$ cat config.mk
export PLATFORM = sky130hd
export DESIGN_NAME = rx_word_packer_flat
export DESIGN_NICKNAME = d
export VERILOG_FILES = /design/src/rtl/rx_word_packer_pkg.sv /design/src/rtl/rx_word_packer_if.sv /design/src/rtl/rx_word_packer_word_fifo.sv /design/src/rtl/rx_word_packer.sv /design/src/flat_wrapper.sv
export SDC_FILE = /design/constraint.sdc
export NUM_CORES = 1
export LEC_CHECK = 0
export BUFFER_PORTS_ARGS = -buffer_cell sky130_fd_sc_hd__buf_2
export CORE_ASPECT_RATIO = 2
export CORE_UTILIZATION = 67
export CTS_BUF_LIST = sky130_fd_sc_hd__clkbuf_8
export CTS_CLUSTER_SIZE = 20
export DETAILED_ROUTE_END_ITERATION = 12
export PLACE_DENSITY = 0.95
export SETUP_SLACK_MARGIN = 0.4
export SLEW_MARGIN = 20
export SYNTH_ARGS = -nofsm -noshare
export SYNTH_HDL_FRONTEND = slang
export SYNTH_SLANG_ARGS = --single-unit
$ cat constraint.sdc
create_clock -name clk -period 4 [get_ports clk]
set_input_delay 0.8 -clock clk [delete_from_list [all_inputs] [get_ports clk]]
set_output_delay 0.8 -clock clk [all_outputs]
set_load 0.005 [all_outputs]
$ cat src/rtl/rx_word_packer_pkg.sv
// Shared constants and state encoding for the receive-side word packer.
package rx_word_packer_pkg;

    // Default byte width delivered by the UART receiver.
    localparam int DBIT_DEF   = 8;
    // A packed word is two received bytes, high byte first.
    localparam int WORD_W_DEF = 2 * DBIT_DEF;

    // Byte pairing state: waiting for the high byte or for the low byte.
    typedef enum logic {
        WAIT_HI = 1'b0,
        WAIT_LO = 1'b1
    } pair_state_e;

endpackage

$ cat src/rtl/rx_word_packer_if.sv
// Byte input / word output bundle of rx_word_packer.
interface rx_word_packer_if #(
    parameter int DBIT = 8,
    parameter int ABIT = 2
);
    logic [DBIT-1:0] rx_data;
    logic            rx_done;
    logic            rd;
    logic            clr_ovf;
    logic [DBIT-1:0] data_high;
    logic [DBIT-1:0] data_low;
    logic            empty;
    logic            full;
    logic [ABIT:0]   count;
    logic            half;
    logic            overflow;

    // Byte source / word consumer side.
    modport master (
        output rx_data, rx_done, rd, clr_ovf,
        input  data_high, data_low, empty, full, count, half, overflow
    );

    // Packer side.
    modport slave (
        input  rx_data, rx_done, rd, clr_ovf,
        output data_high, data_low, empty, full, count, half, overflow
    );
endinterface

$ cat src/rtl/rx_word_packer_word_fifo.sv
// First-word-fall-through word FIFO with occupancy count.
// The head is presented combinationally while non-empty; when empty the last
// presented head is held so the output never goes X.
module word_fifo #(
    parameter int DBIT  = 8,
    parameter int DEPTH = 4,
    parameter int ABIT  = 2
) (
    input  logic              clk,
    input  logic              rst_n,
    input  logic              push,
    input  logic [2*DBIT-1:0] wdata,
    input  logic              pop,
    output logic [2*DBIT-1:0] rdata,
    output logic              empty,
    output logic              full,
    output logic [ABIT:0]     count,
    output logic              drop
);
    localparam int WW = 2 * DBIT;

    logic [WW-1:0]   mem [DEPTH];
    logic [ABIT-1:0] wr_ptr_q, wr_ptr_d;
    logic [ABIT-1:0] rd_ptr_q, rd_ptr_d;
    logic [ABIT:0]   count_q, count_d;
    logic [WW-1:0]   hold_q, hold_d;
    logic            do_pop, do_push;

    // Status comes only from the registered count.
    assign empty  = (count_q == '0);
    assign full   = (count_q == (ABIT+1)'(DEPTH));
    assign count  = count_q;

    // A full FIFO still accepts a push when a pop frees a slot on the same edge.
    assign do_pop  = pop & ~empty;
    assign do_push = push & (~full | do_pop);
    assign drop    = push & full & ~do_pop;

    assign rdata = empty ? hold_q : mem[rd_ptr_q];

    // Next-state for pointers, count and the held head word.
    always_comb begin
        wr_ptr_d = wr_ptr_q;
        rd_ptr_d = rd_ptr_q;
        count_d  = count_q;
        hold_d   = hold_q;
        if (do_push) wr_ptr_d = wr_ptr_q + ABIT'(1);
        if (do_pop)  rd_ptr_d = rd_ptr_q + ABIT'(1);
        if (do_push && !do_pop) count_d = count_q + (ABIT+1)'(1);
        if (do_pop && !do_push) count_d = count_q - (ABIT+1)'(1);
        if (!empty) hold_d = mem[rd_ptr_q];
    end

    // Control registers, cleared by the asynchronous reset.
    always_ff @(posedge clk or negedge rst_n) begin
        if (!rst_n) begin
            wr_ptr_q <= '0;
            rd_ptr_q <= '0;
            count_q  <= '0;
            hold_q   <= '0;
        end else begin
            wr_ptr_q <= wr_ptr_d;
            rd_ptr_q <= rd_ptr_d;
            count_q  <= count_d;
            hold_q   <= hold_d;
        end
    end

    // Word storage; contents are don't-care after reset.
    always_ff @(posedge clk) begin
        if (do_push) mem[wr_ptr_q] <= wdata;
    end

endmodule

$ cat src/rtl/rx_word_packer.sv
// Pairs UART receive bytes into words (high byte first), queues them in a
// FWFT FIFO, discards an orphan high byte after an inter-byte timeout and
// flags words lost to a full FIFO.
module rx_word_packer
    import rx_word_packer_pkg::*;
#(
    parameter int DBIT      = DBIT_DEF,
    parameter int DEPTH     = 4,
    parameter int ABIT      = 2,
    parameter int TO_CYCLES = 1000000,
    parameter int TOBIT     = 20
) (
    input  logic              clk,
    input  logic              reset_n,
    rx_word_packer_if.slave   bus
);
    pair_state_e      state_q, state_d;
    logic [DBIT-1:0]  hi_q, hi_d;
    logic [TOBIT-1:0] to_cnt_q, to_cnt_d;
    logic             ovf_q, ovf_d;
    logic             push;
    logic             drop;
    logic [2*DBIT-1:0] wdata;
    logic [2*DBIT-1:0] rdata;

    // The word is pushed on the same edge as the low-byte tick.
    assign wdata = {hi_q, bus.rx_data};

    // Pairing FSM, timeout counter and sticky overflow next-state.
    always_comb begin
        state_d  = state_q;
        hi_d     = hi_q;
        to_cnt_d = to_cnt_q;
        push     = 1'b0;
        case (state_q)
            WAIT_HI: begin
                if (bus.rx_done) begin
                    hi_d     = bus.rx_data;
                    to_cnt_d = '0;
                    state_d  = WAIT_LO;
                end
            end
            WAIT_LO: begin
                // A low byte arriving on the timeout cycle still completes the word.
                if (bus.rx_done) begin
                    push     = 1'b1;
                    to_cnt_d = '0;
                    state_d  = WAIT_HI;
                end else if (to_cnt_q == TOBIT'(TO_CYCLES - 1)) begin
                    to_cnt_d = '0;
                    state_d  = WAIT_HI;
                end else begin
                    to_cnt_d = to_cnt_q + TOBIT'(1);
                end
            end
            default: state_d = WAIT_HI;
        endcase

        // Set beats clear when both happen together.
        ovf_d = ovf_q;
        if (bus.clr_ovf) ovf_d = 1'b0;
        if (drop)        ovf_d = 1'b1;
    end

    // Pairing and flag registers.
    always_ff @(posedge clk or negedge reset_n) begin
        if (!reset_n) begin
            state_q  <= WAIT_HI;
            hi_q     <= '0;
            to_cnt_q <= '0;
            ovf_q    <= 1'b0;
        end else begin
            state_q  <= state_d;
            hi_q     <= hi_d;
            to_cnt_q <= to_cnt_d;
            ovf_q    <= ovf_d;
        end
    end

    word_fifo #(
        .DBIT  (DBIT),
        .DEPTH (DEPTH),
        .ABIT  (ABIT)
    ) u_fifo (
        .clk   (clk),
        .rst_n (reset_n),
        .push  (push),
        .wdata (wdata),
        .pop   (bus.rd),
        .rdata (rdata),
        .empty (bus.empty),
        .full  (bus.full),
        .count (bus.count),
        .drop  (drop)
    );

    assign bus.data_high = rdata[2*DBIT-1:DBIT];
    assign bus.data_low  = rdata[DBIT-1:0];
    assign bus.half      = (state_q == WAIT_LO);
    assign bus.overflow  = ovf_q;

endmodule

$ cat src/flat_wrapper.sv
// flat-port wrapper written by rule: the top's interface ports become plain ports
module rx_word_packer_flat import rx_word_packer_pkg::*;
#(
    parameter int DBIT      = DBIT_DEF,
    parameter int DEPTH     = 4,
    parameter int ABIT      = 2,
    parameter int TO_CYCLES = 1000000,
    parameter int TOBIT     = 20
)
  (clk, reset_n, bus_rx_data, bus_rx_done, bus_rd, bus_clr_ovf, bus_data_high, bus_data_low, bus_empty, bus_full, bus_count, bus_half, bus_overflow);
  rx_word_packer_if #(.DBIT(DBIT), .ABIT(ABIT)) bus_i ();
  input  logic clk;
  input  logic reset_n;
  input wire logic [$bits(bus_i.rx_data)-1:0] bus_rx_data;
  input wire logic [$bits(bus_i.rx_done)-1:0] bus_rx_done;
  input wire logic [$bits(bus_i.rd)-1:0] bus_rd;
  input wire logic [$bits(bus_i.clr_ovf)-1:0] bus_clr_ovf;
  output wire logic [$bits(bus_i.data_high)-1:0] bus_data_high;
  output wire logic [$bits(bus_i.data_low)-1:0] bus_data_low;
  output wire logic [$bits(bus_i.empty)-1:0] bus_empty;
  output wire logic [$bits(bus_i.full)-1:0] bus_full;
  output wire logic [$bits(bus_i.count)-1:0] bus_count;
  output wire logic [$bits(bus_i.half)-1:0] bus_half;
  output wire logic [$bits(bus_i.overflow)-1:0] bus_overflow;
  assign bus_i.rx_data = bus_rx_data;
  assign bus_i.rx_done = bus_rx_done;
  assign bus_i.rd = bus_rd;
  assign bus_i.clr_ovf = bus_clr_ovf;
  assign bus_data_high = bus_i.data_high;
  assign bus_data_low = bus_i.data_low;
  assign bus_empty = bus_i.empty;
  assign bus_full = bus_i.full;
  assign bus_count = bus_i.count;
  assign bus_half = bus_i.half;
  assign bus_overflow = bus_i.overflow;
  rx_word_packer #(.DBIT(DBIT), .DEPTH(DEPTH), .ABIT(ABIT), .TO_CYCLES(TO_CYCLES), .TOBIT(TOBIT)) u_core (.clk(clk), .reset_n(reset_n), .bus(bus_i));
endmodule
### After elaboration in Yosys (flattened, before gate mapping)

Memories as Yosys holds them, arrays and structs flattened.
Cells that the tools add are included.

* $add $sub $neg: 5
* eq/ne operators: 3
* muxes and demuxes: 16
* bitwise operators: 9
* reduce and logical (&&, ||, !) cells: 8

Operator list (number)
* 2-to-1 mux 20 bit: 3
* case mux 20 bit (2 select lines): 1
* adder 20 x 1 -> 20 bit, second input constant: 1
* == test 20 bit, second input constant: 1
* 2-to-1 mux 16 bit: 1
* 2-to-1 mux 1 bit: 8
* 2-to-1 mux 3 bit: 2
* adder 2 x 1 -> 2 bit, second input constant: 2
* bitwise AND 1 bit: 4
* inverter 1 bit: 4
* nonzero test 2 bit: 2
* adder 3 x 1 -> 3 bit, second input constant: 1
* == test 3 bit, second input constant: 1
* zero test 3 bit: 1
* subtractor 3 x 1 -> 3 bit, second input constant: 1
* logical AND 1 bit: 2
* zero test 1 bit: 2
* inequality test 2 bit, second input constant: 1
* case mux 1 bit (2 select lines): 1
* AND reduction 2 bit: 1
* bitwise OR 1 bit: 1

* register bits: 53
* RAM bits: 64
* output and inout bits: 23
* logic and storage cells: 50
* memories kept: 1

Memory list
* u_core.u_fifo.mem: depth 4, width 16, rd ports 1, clocked after memory_dff 0, write ports 1, RTL line rx_word_packer_word_fifo.sv:22 `logic [WW-1:0] mem [DEPTH];`

### Logic depth before layout (Yosys ltp)

* word-level depth: 8
* depth in mapped cells: 6

### By module

From an unflattened synthesis, not the netlist that was laid out.

* cell total of the unflattened synthesis: 370
* area total of the unflattened synthesis: 5068.6 µm²

Modules (own cells, without submodules)
* word_fifo: times used 1, cells an instance 207, area each 3469.6 µm²
* rx_word_packer: times used 1, cells an instance 163, area each 1599.0 µm²

### Worst setup path after synthesis

No wires, ideal clock.

* path kind: register to output
* start: register u_core.u_fifo.count_q[0], in the netlist u_core.u_fifo.count[0]
* end: output bus_data_high[0]
* arrival time: 1696 ps
* data required time: 3200 ps
* path slack: 1504 ps
* stages on the path, launching flop included: 5
* buffers on the path: 2
* path through: dfrtp_1 -> clkbuf_1 -> nor3_2 -> buf_2 -> mux2_2

* word-level cells in the longest chain between the ends: 2

Ends and longest elaborated chain
* start, declared: RTL line rx_word_packer_word_fifo.sv:25 `logic [ABIT:0] count_q, count_d;`
* start signal, assigned: RTL line rx_word_packer_word_fifo.sv:64 `count_q <= count_d;`
* zero test 3 bit: RTL line rx_word_packer_word_fifo.sv:30 `assign empty = (count_q == '0);`
* via bus_empty: RTL line flat_wrapper.sv:20 `output wire logic [$bits(bus_i.empty)-1:0] bus_empty;`
* 2-to-1 mux 16 bit
* end, declared: RTL line flat_wrapper.sv:18 `output wire logic [$bits(bus_i.data_high)-1:0] bus_data_high;`

The timed path passes the listed nets, and every way through them passes these cells.

### Final worst setup path

* start: register u_core.u_fifo.rd_ptr_q[0]
* end: output bus_data_high[7]

* word-level cells in the longest chain between the ends: 2

Ends and longest elaborated chain
* start, declared: RTL line rx_word_packer_word_fifo.sv:24 `logic [ABIT-1:0] rd_ptr_q, rd_ptr_d;`
* start signal, assigned: RTL line rx_word_packer_word_fifo.sv:63 `rd_ptr_q <= rd_ptr_d;`
* memory (4 x 16 bit)
* 2-to-1 mux 16 bit

No other way between the ends.

==> results.json <==
{
  "grt_overflow": 0,
  "fmax_mhz": 333.6,
  "skew_ns": 0.01396,
  "cts_buffer_depth": 2,
  "grt_pass1_vias": 3257,
  "yosysUniqueCellTypes": 45,
  "area_growth_syn_to_layout_pct": 13.94,
  "yosysWarnings": 0,
  "antenna_left": 0,
  "ff2ff_path_depth": 3,
  "crit_required_ns": 3.20,
  "hold_class": "primary input to async pin",
  "die_h_um": 124.4,
  "synth-seq-cells": 117,
  "num-fill-cells": 421,
  "gp_congestion": 0.8910,
  "worstSetupEndpointType": "output pin",
  "grtUsageMet2_pct": 55.22,
  "fin_crit_sh_pct": 74.94,
  "cts_max_level": 4,
  "synth_top_area_share_pct": 38.29,
  "hold_viol": 0,
  "place_area_mm2": 0.005251,
  "drc": 0,
  "cts_root_buf": "clkbuf_8",
  "start_util_pct": 69.06,
  "dr.first_iter.drc_count": 383,
  "drv_cap": 0,
  "rr_startpoint": "u_core.bus.half",
  "worst_pin_slew_ns": 0.9688,
  "cts_tree": "done",
  "seq_area_frac_synth_pct": 64.72,
  "rows": 44,
  "power_frac_comb_pct": 23.0,
  "multi_input_area_mm2": 0.001660,
  "pwr-share-clk_pct": 32.4,
  "drive_gt1_share_pct": 29.37,
  "coreArea_mm2": 0.007267,
  "gr-usage-all-layers_pct": 30.62,
  "grt_pass1_wl_um": 17120,
  "final-seq-area_mm2": 0.003249,
  "clkSinkCount": 117,
  "via_count": 3171,
  "busiest_layer": "met2",
  "max-vdd-ir-drop_uv": 373.7,
  "yosysTopAreaCell": "edfxtp_1",
  "p_int_w": 0.002786,
  "grt_use_met3_pct": 8.700,
  "switching_share_pct": 28.43,
  "rsz0062_at_grt": "false",
  "p_per_area_mw_per_mm2": 680.8,
  "boundaryPins": 36,
  "port-buffer-count": 35,
  "fin_ws_ns": 1.002,
  "setup_violations": 0,
  "antenna_found_initial": 0,
  "vias_per_cell": 6.511,
  "slew_viol_final": 0,
  "synth_area_mm2": 0.005019,
  "p_total_w": 0.003893,
  "worst_slew_margin_rel_pct": 35.17,
  "first_pass_iters": 6,
  "insertion_delay_ns": 0.45,
  "p_sw_w": 0.001107,
  "use_met1_pct": 32.07,
  "dieWidth_um": 63.20,
  "period_needed_ns": 2.998,
  "cts_resized": 0,
  "diodes": 0,
  "dp_slack_ns": 1.058,
  "syn_inst": 345,
  "synthTopCellsByArea": "edfxtp_1 38%, dfrtp_1 26%, mux4_2 7.2%",
  "rrSetupSlack_ns": 1.45,
  "cts_inserted_buffers": 17,
  "status": "complete, no violations",
  "fin_area_mm2": 0.005718,
  "die_area_mm2": 0.007862,
  "wl_per_cell_um": 22.25,
  "wl_um": 10840,
  "p_seq_share_pct": 44.6,
  "dp_hpwl_um": 6798,
  "cp-start-kind": "register",
  "layout.nets": 401,
  "grt_max_degree": 29,
  "tns_ns": 0,
  "critPathKind": "register to output pin",
  "utilization_pct": 78.68,
  "clk_pin_slew_worst_paths_ns": 0.07,
  "power_leakage_nw": 2.108,
  "arrival_ns": 2.20,
  "cts_hold_buf": 0,
  "syn-mean-instance-area_um2": 14.55,
  "r2r_end": "u_core.u_fifo.mem[1][10]",
  "syn_nets": 364,
  "crit_fanout": 17,
  "postCtsSetupBuffers": 0
}
[sequential cells by signal, indices dropped and copies added, names as in the netlist]
name,cells
u_core.bus.half,1
u_core.bus.overflow,1
u_core.hi_q,8
u_core.to_cnt_q,20
u_core.u_fifo.count,3
u_core.u_fifo.hold_q,16
u_core.u_fifo.mem,64
u_core.u_fifo.rd_ptr_q,2
u_core.u_fifo.wr_ptr_q,2
[cell type report]
type | count | share of cell area [%]
flip-flops and latches | 117 | 56.83
multi-input cells | 200 | 29.04
clock buffers | 19 | 4.573
clock inverters | 13 | 3.567
repair buffers | 38 | 3.457
well taps | 92 | 2.013
inverters | 8 | 0.5252
[worst max path at each step]
stage          slack (ns)                       from          endpoint  cells after the start
2_1_floorplan        1.50     u_core.u_fifo.count[0]  bus_data_high[0]                      4
3_3_place_gp         1.13  u_core.u_fifo.rd_ptr_q[0]  bus_data_high[7]                      3
3_5_place_dp         1.06  u_core.u_fifo.rd_ptr_q[0]  bus_data_high[7]                      3
4_1_cts              0.59  u_core.u_fifo.rd_ptr_q[0]  bus_data_high[7]                      3
5_1_grt              0.88  u_core.u_fifo.rd_ptr_q[0]   bus_data_low[2]                      3
6_report             1.00  u_core.u_fifo.rd_ptr_q[0]  bus_data_high[7]                      3
[critical path: stages (launching register included)]
cell and delay (ns):
dfrtp_2 0.72, mux4_2 0.59, mux2_2 0.30, buf_2 0.13
[cell usage in the layout (no fill, tap or decap), types with 4 or more instances in the layout]
cell        instances
o211ai_1            5
mux4_2             16
nor4_1              4
mux2_2             25
edfxtp_1           64
or3_1              10
nand3_1            19
clkinvlp_4          4
nand4_1            10
xnor2_1             5
inv_1               8
nand2b_1            4
nand2_1            27
and2_1              5
or4_1               6
dfrtp_1            52
o21ai_0            11
ha_1                5
clkbuf_8           19
nor2_1              8
bufinv_16           5
buf_2              35
[metrics by stage]
| step | hold slack, ns | cells |
|---|---|---|
| 2_1_floorplan | 0.4724 | 345 |
| 3_3_place_gp | 0.4772 | 455 |
| 3_5_place_dp | 0.4838 | 455 |
| 4_1_cts | 0.3693 | 487 |
| 5_1_grt | 0.3984 | 487 |
| 6_report | 0.3640 | 487 |
[cell families (layout without fill, tap and decap cells)]
family,Yosys count,count (layout),share of synthesized area (%)
AO/OA/AOI/OAI,32,32,4.562
XOR/XNOR,8,8,1.396
adder cells (fa/ha/maj),6,6,1.645
buffers and inverters,28,78,2.194
flip-flops,117,117,64.72
multiplexers,42,42,12.99
AND/OR/NAND/NOR,112,112,12.49
[power groups by stage]
stage                     Clock, W  Sequential [W]  Combinational [W]
after global routing       0.00133         0.00177           0.000965
after CTS                  0.00127         0.00174           0.000909
final                      0.00126         0.00174           0.000894
after floorplan                  0         0.00160           0.000687
after global placement           0         0.00172           0.000825
after detailed placement         0         0.00175           0.000889
[routing by layer]
| layer | vias to the layer above | share of wire (%) |
|---|---|---|
| met5 | - | 0 |
| met2 | 138 | 57 |
| li1 | 1394 | - |
| met1 | 1603 | 34 |
| met3 | 36 | 5.3 |
| met4 | 0 | 3.6 |
[synthesized netlist by cell type (all sizes together)]
cell,instances
or4,7
o211ai,5
o31ai,2
nand2,27
and3,2
mux4,16
o22a,1
o41a,3
xnor2,5
nor4b,2
a21oi,3
nor2b,2
mux2,25
nand2b,4
nor3b,2
nand3b,1
o41ai,1
nor2,8
or4b,2
a41oi,2
ha,5
nor4,4
nand3,19
fa,1
and4,1
dfrtp,53
xor2,3
nor3,3
mux2i,1
o2111a,1
buf,5
edfxtp,64
nand4b,2
clkbuf,15
and2,5
or3,10
inv,8
nand4,10
o21ai,14
or2,1
Power figures use the tool's default switching activity.
